--- src/rtl/score_history_reader.sv ---
// Fetches archived scores newest-first from the score ring and converts them to packed BCD.
// Optional leading-zero blanking is enabled with SCORE_READER_BLANK_EN.
module score_history_reader #(
  parameter int DEPTH_LOG2   = 8,
  parameter int SCORE_WIDTH  = 32,
  parameter int DIGITS       = 10,
  parameter int READ_LATENCY = 2
) (
  input  logic                    Clock,
  input  logic                    reset,
  input  logic                    ld_score,
  input  logic [DEPTH_LOG2-1:0]   writeAddress,
  input  logic                    next,
  input  logic                    prev,
  input  logic [SCORE_WIDTH-1:0]  readData,
  output logic [DEPTH_LOG2-1:0]   readAddress,
  output logic [DEPTH_LOG2-1:0]   entryIndex,
  output logic [SCORE_WIDTH-1:0]  shownScore,
  output logic [4*DIGITS-1:0]     bcd,
  output logic [DIGITS-1:0]       blank,
  output logic                    valid,
  output logic                    busy
);

  typedef enum logic [2:0] {IDLE, ISSUE, WAIT, CONVERT, SHOW} state_t;

  localparam int CNT_W = (SCORE_WIDTH > 1) ? $clog2(SCORE_WIDTH) : 1;
  localparam logic [DEPTH_LOG2-1:0] MAX_INDEX = '1;

  state_t                  state, state_next;
  logic [1:0]              wait_cnt;
  logic [CNT_W-1:0]        bit_cnt;
  logic [SCORE_WIDTH-1:0]  bin_sr;
  logic [4*DIGITS-1:0]     bcd_sr, bcd_adj, bcd_step;
  logic                    wait_done, conv_done, step_older, step_newer;

  assign wait_done  = (wait_cnt == 2'(READ_LATENCY - 1));
  assign conv_done  = (bit_cnt == CNT_W'(SCORE_WIDTH - 1));
  assign step_older = next && !prev && (entryIndex != MAX_INDEX);
  assign step_newer = prev && !next && (entryIndex != '0);

  always_ff @(posedge Clock) begin
    if (reset) state <= IDLE;
    else       state <= state_next;
  end

  always_comb begin
    state_next = state;
    valid      = (state == SHOW);
    busy       = (state == ISSUE) || (state == WAIT) || (state == CONVERT);
    if (!ld_score) begin
      state_next = IDLE;
    end else begin
      case (state)
        IDLE:    state_next = ISSUE;
        ISSUE:   state_next = WAIT;
        WAIT:    if (wait_done) state_next = CONVERT;
        CONVERT: if (conv_done) state_next = SHOW;
        SHOW:    if (step_older || step_newer) state_next = ISSUE;
        default: state_next = IDLE;
      endcase
    end
  end

  // One double-dabble step: add 3 to every digit >= 5, then shift in the next binary bit.
  always_comb begin
    bcd_adj = bcd_sr;
    for (int i = 0; i < DIGITS; i++) begin
      if (bcd_sr[4*i +: 4] >= 4'd5) bcd_adj[4*i +: 4] = bcd_sr[4*i +: 4] + 4'd3;
    end
    bcd_step = {bcd_adj[4*DIGITS-2:0], bin_sr[SCORE_WIDTH-1]};
  end

`ifdef SCORE_READER_BLANK_EN
  logic [DIGITS-1:0] blank_next;
  logic              blank_seen;

  always_comb begin
    blank_next = '0;
    blank_seen = 1'b0;
    for (int i = DIGITS - 1; i > 0; i--) begin
      if (bcd_step[4*i +: 4] != 4'd0) blank_seen = 1'b1;
      blank_next[i] = !blank_seen;
    end
  end
`else
  assign blank = '0;
`endif

  always_ff @(posedge Clock) begin
    if (reset) begin
      readAddress <= '0;
      entryIndex  <= '0;
      shownScore  <= '0;
      bcd         <= '0;
      wait_cnt    <= '0;
      bit_cnt     <= '0;
      bin_sr      <= '0;
      bcd_sr      <= '0;
`ifdef SCORE_READER_BLANK_EN
      blank       <= '0;
`endif
    end else if (ld_score) begin
      case (state)
        IDLE: entryIndex <= '0;
        ISSUE: begin
          readAddress <= writeAddress - entryIndex;
          wait_cnt    <= '0;
        end
        WAIT: begin
          wait_cnt <= wait_cnt + 2'd1;
          if (wait_done) begin
            shownScore <= readData;
            bin_sr     <= readData;
            bcd_sr     <= '0;
            bit_cnt    <= '0;
          end
        end
        CONVERT: begin
          bcd_sr  <= bcd_step;
          bin_sr  <= bin_sr << 1;
          bit_cnt <= bit_cnt + 1'b1;
          if (conv_done) begin
            bcd <= bcd_step;
`ifdef SCORE_READER_BLANK_EN
            blank <= blank_next;
`endif
          end
        end
        SHOW: begin
          if (step_older)      entryIndex <= entryIndex + 1'b1;
          else if (step_newer) entryIndex <= entryIndex - 1'b1;
        end
        default: ;
      endcase
    end
  end

endmodule

--- config.mk ---
export PLATFORM = sky130hd
export DESIGN_NAME = score_history_reader
export DESIGN_NICKNAME = d
export VERILOG_FILES = /design/src/rtl/score_history_reader.sv
export SDC_FILE = /design/constraint.sdc
export NUM_CORES = 1
export LEC_CHECK = 0
export ABC_AREA = 1
export ABC_CLOCK_PERIOD_IN_PS = 5500
export BUFFER_PORTS_ARGS = -buffer_cell sky130_fd_sc_hd__buf_2
export CORE_AREA = 5 5 147 149
export CTS_CLUSTER_SIZE = 16
export DETAILED_ROUTE_END_ITERATION = 8
export DIE_AREA = 0 0 152 154
export PLACE_DENSITY = 0.65
export SYNTH_ARGS = -nofsm -noshare
export SYNTH_HDL_FRONTEND = slang
export SYNTH_SLANG_ARGS = --single-unit
--- constraint.sdc ---
create_clock -name Clock -period 5.5 [get_ports Clock]
set_clock_uncertainty 0.15 [all_clocks]
set_input_delay 1.1 -clock Clock [delete_from_list [all_inputs] [get_ports Clock]]
set_output_delay 1.1 -clock Clock [all_outputs]
set_load 0.01 [all_outputs]
==> metrics.txt <==
Critical Path Source Type flip-flop; Netlist cell types 40; hold_sp bcd[31]; min Tclk post-route 3550 ps; # clock sinks 170; pre-CTS setup slack 1850 ps; global-route wire length before repair 33900 um; vias in the first global route approximately 7000; Synth top cells by count nand2_1 (203), dfxtp_1 (170), nor2_1 (170), inv_1 (117), o21ai_0 (114); Max stage delay on crit path 700 ps; top post-synthesis cells by area dfxtp_1 (41%), nand2_1 (9.2%), nor2_1 (7.7%), o21ai_0 (6.9%), a21oi_1 (6.5%); Finished Layout Cells 1535; DRT antenna net count 0; PnR worst setup slack 1950 ps; number of synthesized flops with an enable pin 0; PortBufs roughly 130; Area Growth Syn to Fin 15.9%; row cnt 52; Post-Syn Area per Cell between 7 and 8 um^2; post-CTS sizing 0; vias per inst 4.89; crit share post-route 64.6%; RR Startpoint state[2]; largest area contributor in the netlist dfxtp_1; WS Path Type flip-flop to flip-flop; drt pass-1 iters 5; arrival time of the worst setup path 3770 ps; Critical Path RT 5710 ps; post-synthesis register bit count 170; post-DP HPWL 13100 um; Worst Tran Pin Value 1070 ps; status complete, no violations; fin nets between 1000 and 1500; number of hold violations in the final report 0; Seq/Total Area, Yosys 41.1%; full die area 23400 um^2; sum of negative setup slack 0 ps; cts bufs inserted 17; RSZ-0062 raised after global routing false; # IOs 145; routed wire length just under 20000 um; diode count 0; critical-path maximum fanout 47; Mapped Cells 1155; H-tree depth 4; hold crit path type flip-flop to flip-flop; crit path launch state[2]; Post-Syn Area 8270 um^2; layout cells sized above 1 between 10% and 20%; largest net degree at the start of global routing 77; DR vias 7509; drc violations 0; P per Cell Area 268 nW/um^2; Slew Viols, Final 0; Synth top area share 41.1%; kind of end point of the critical path flip-flop; global route total overflow 0; initial antenna violation count 0; Die Ht 154 um; starting density of the core 41.3%; final hold slack 315 ps; clk buf depth 2; routability cong. 0.822; CTS clk-pin slew, worst paths 70 ps; fillers 2106; max cap viols 0; wire per inst 12.8 um; setup bufs post-CTS 0; Ys Warns 0; Cells after DPL 1503; clock root buffer clkbuf_16; Setup Viol. Count Final 0; Slowest-stage cell, CP nor2_8; core box area ~20000 um^2; worst skew pair latency approximately 430 ps; total track usage 16.9%; chip width between 150 and 200 um; LEAKAGE around 4.4 nW; CP cell instances inv_2 > nand3_4 > nor2_8 > nand2_2 > buf_4 > inv_2 > nor2_1 > nor2_1 > o21ai_0 > inv_1; relative slew slack 28.4%; TritonCTS clock tree built; VDD IR-drop max between 0.0002 and 0.00025 V; Max Clock Freq 281 MHz; Synth Flop Type dfxtp_1; Post-CTS Hold Buffers 0; Detailed Route Iter0 Violations about 500; asr flop ratio synth 0%; count leader, synth nand2_1
-- cells by family (layout without fill, tap and decap cells) --
| group | after synthesis | after routing | synth area share [%] |
|---|---|---|---|
| compound gates | 274 | 274 | 17.4 |
| xor+xnor | 25 | 25 | 2.65 |
| fa+ha+maj | 38 | 38 | 5.93 |
| buf+inv | 193 | 294 | 9.78 |
| flops | 170 | 170 | 41.1 |
| other cells | 1 | 10 | 0.0453 |
| simple gates | 454 | 454 | 23.1 |
-- routing by layer --
layer  wire [um]  part of all wire (%)  vias to the layer above  track usage (%)
met5           0                     0                        -                0
met1        9550                    48                     3370             22.2
met4         233                   1.2                        0             4.07
li1            -                     -                     3947                -
met2        8900                    45                      170             27.9
met3        1020                   5.2                       22             4.19
-- flip-flops by register name, indices dropped and copies added, names as in the netlist, 3 cells and up --
name / cells
bin_sr: 32
bcd: 40
shownScore: 32
bit_cnt: 5
readAddress: 8
bcd_sr: 40
entryIndex: 8
state: 3
-- layout make-up --
class	instances	area [um^2]	share of cell area [%]
clock buffers	19	443	4.62
repair buffers	140	716	7.46
multi-input cells	801	4100	42.7
well taps	270	338	3.52
flip-flops and latches	170	3400	35.5
clock inverters	13	135	1.41
inverters	122	458	4.78
-- through the flow --
stage	util (%)	total power, mW	cell area, um^2
5_1_grt	47.8	2.68	9590
3_3_place_gp	45.0	1.41	9010
2_1_floorplan	-	1.37	8310
4_1_cts	47.8	2.60	9590
6_report	47.8	2.57	9590
3_5_place_dp	45.0	1.41	9010
-- critical path: cells and delay by family, from the launching register on --
kind	cells	cell delay, ps
AOI/OAI and AO/OA	1	90
buffers and inverters	4	1390
DFF	1	320
and+or+nand+nor	5	1500
-- where the power goes --
part,leakage (nW),internal [mW],switching (mW)
combinational,2.78,0.0437,0.0929
sequential,1.37,1.24,0.00344
clock,0.283,0.650,0.538
-- cell usage in the layout (no fill, tap or decap), types with 3 or more instances in the layout --
cell type / Yosys / layout
o21ai_0: 114 / 114
clkinv_4: 0 / 4
clkbuf_16: 0 / 17
buf_4: 11 / 6
o21ai_1: 14 / 14
xor2_1: 21 / 21
a31oi_1: 31 / 31
ha_1: 36 / 36
xnor2_1: 4 / 4
dfxtp_1: 170 / 170
inv_2: 4 / 5
a21oi_1: 107 / 107
nand2_1: 203 / 203
nand4_1: 34 / 34
nor2_1: 170 / 170
inv_1: 117 / 117
nor3_1: 6 / 6
nand3b_1: 3 / 3
conb_1: 1 / 10
nand3_1: 29 / 29
inv_6: 0 / 4
buf_2: 14 / 134
-- worst paths after layout --
| check | depth (start not counted) | to | slack [ps] |
|---|---|---|---|
| hold reg to reg | 2 | bcd[31] | 310 |
| setup reg to reg | 10 | bcd[1] | 1950 |
| setup / recovery | 10 | bcd[1] | 1950 |
| hold / removal | 2 | bcd[31] | 310 |
(Power assumes the default switching activity.)
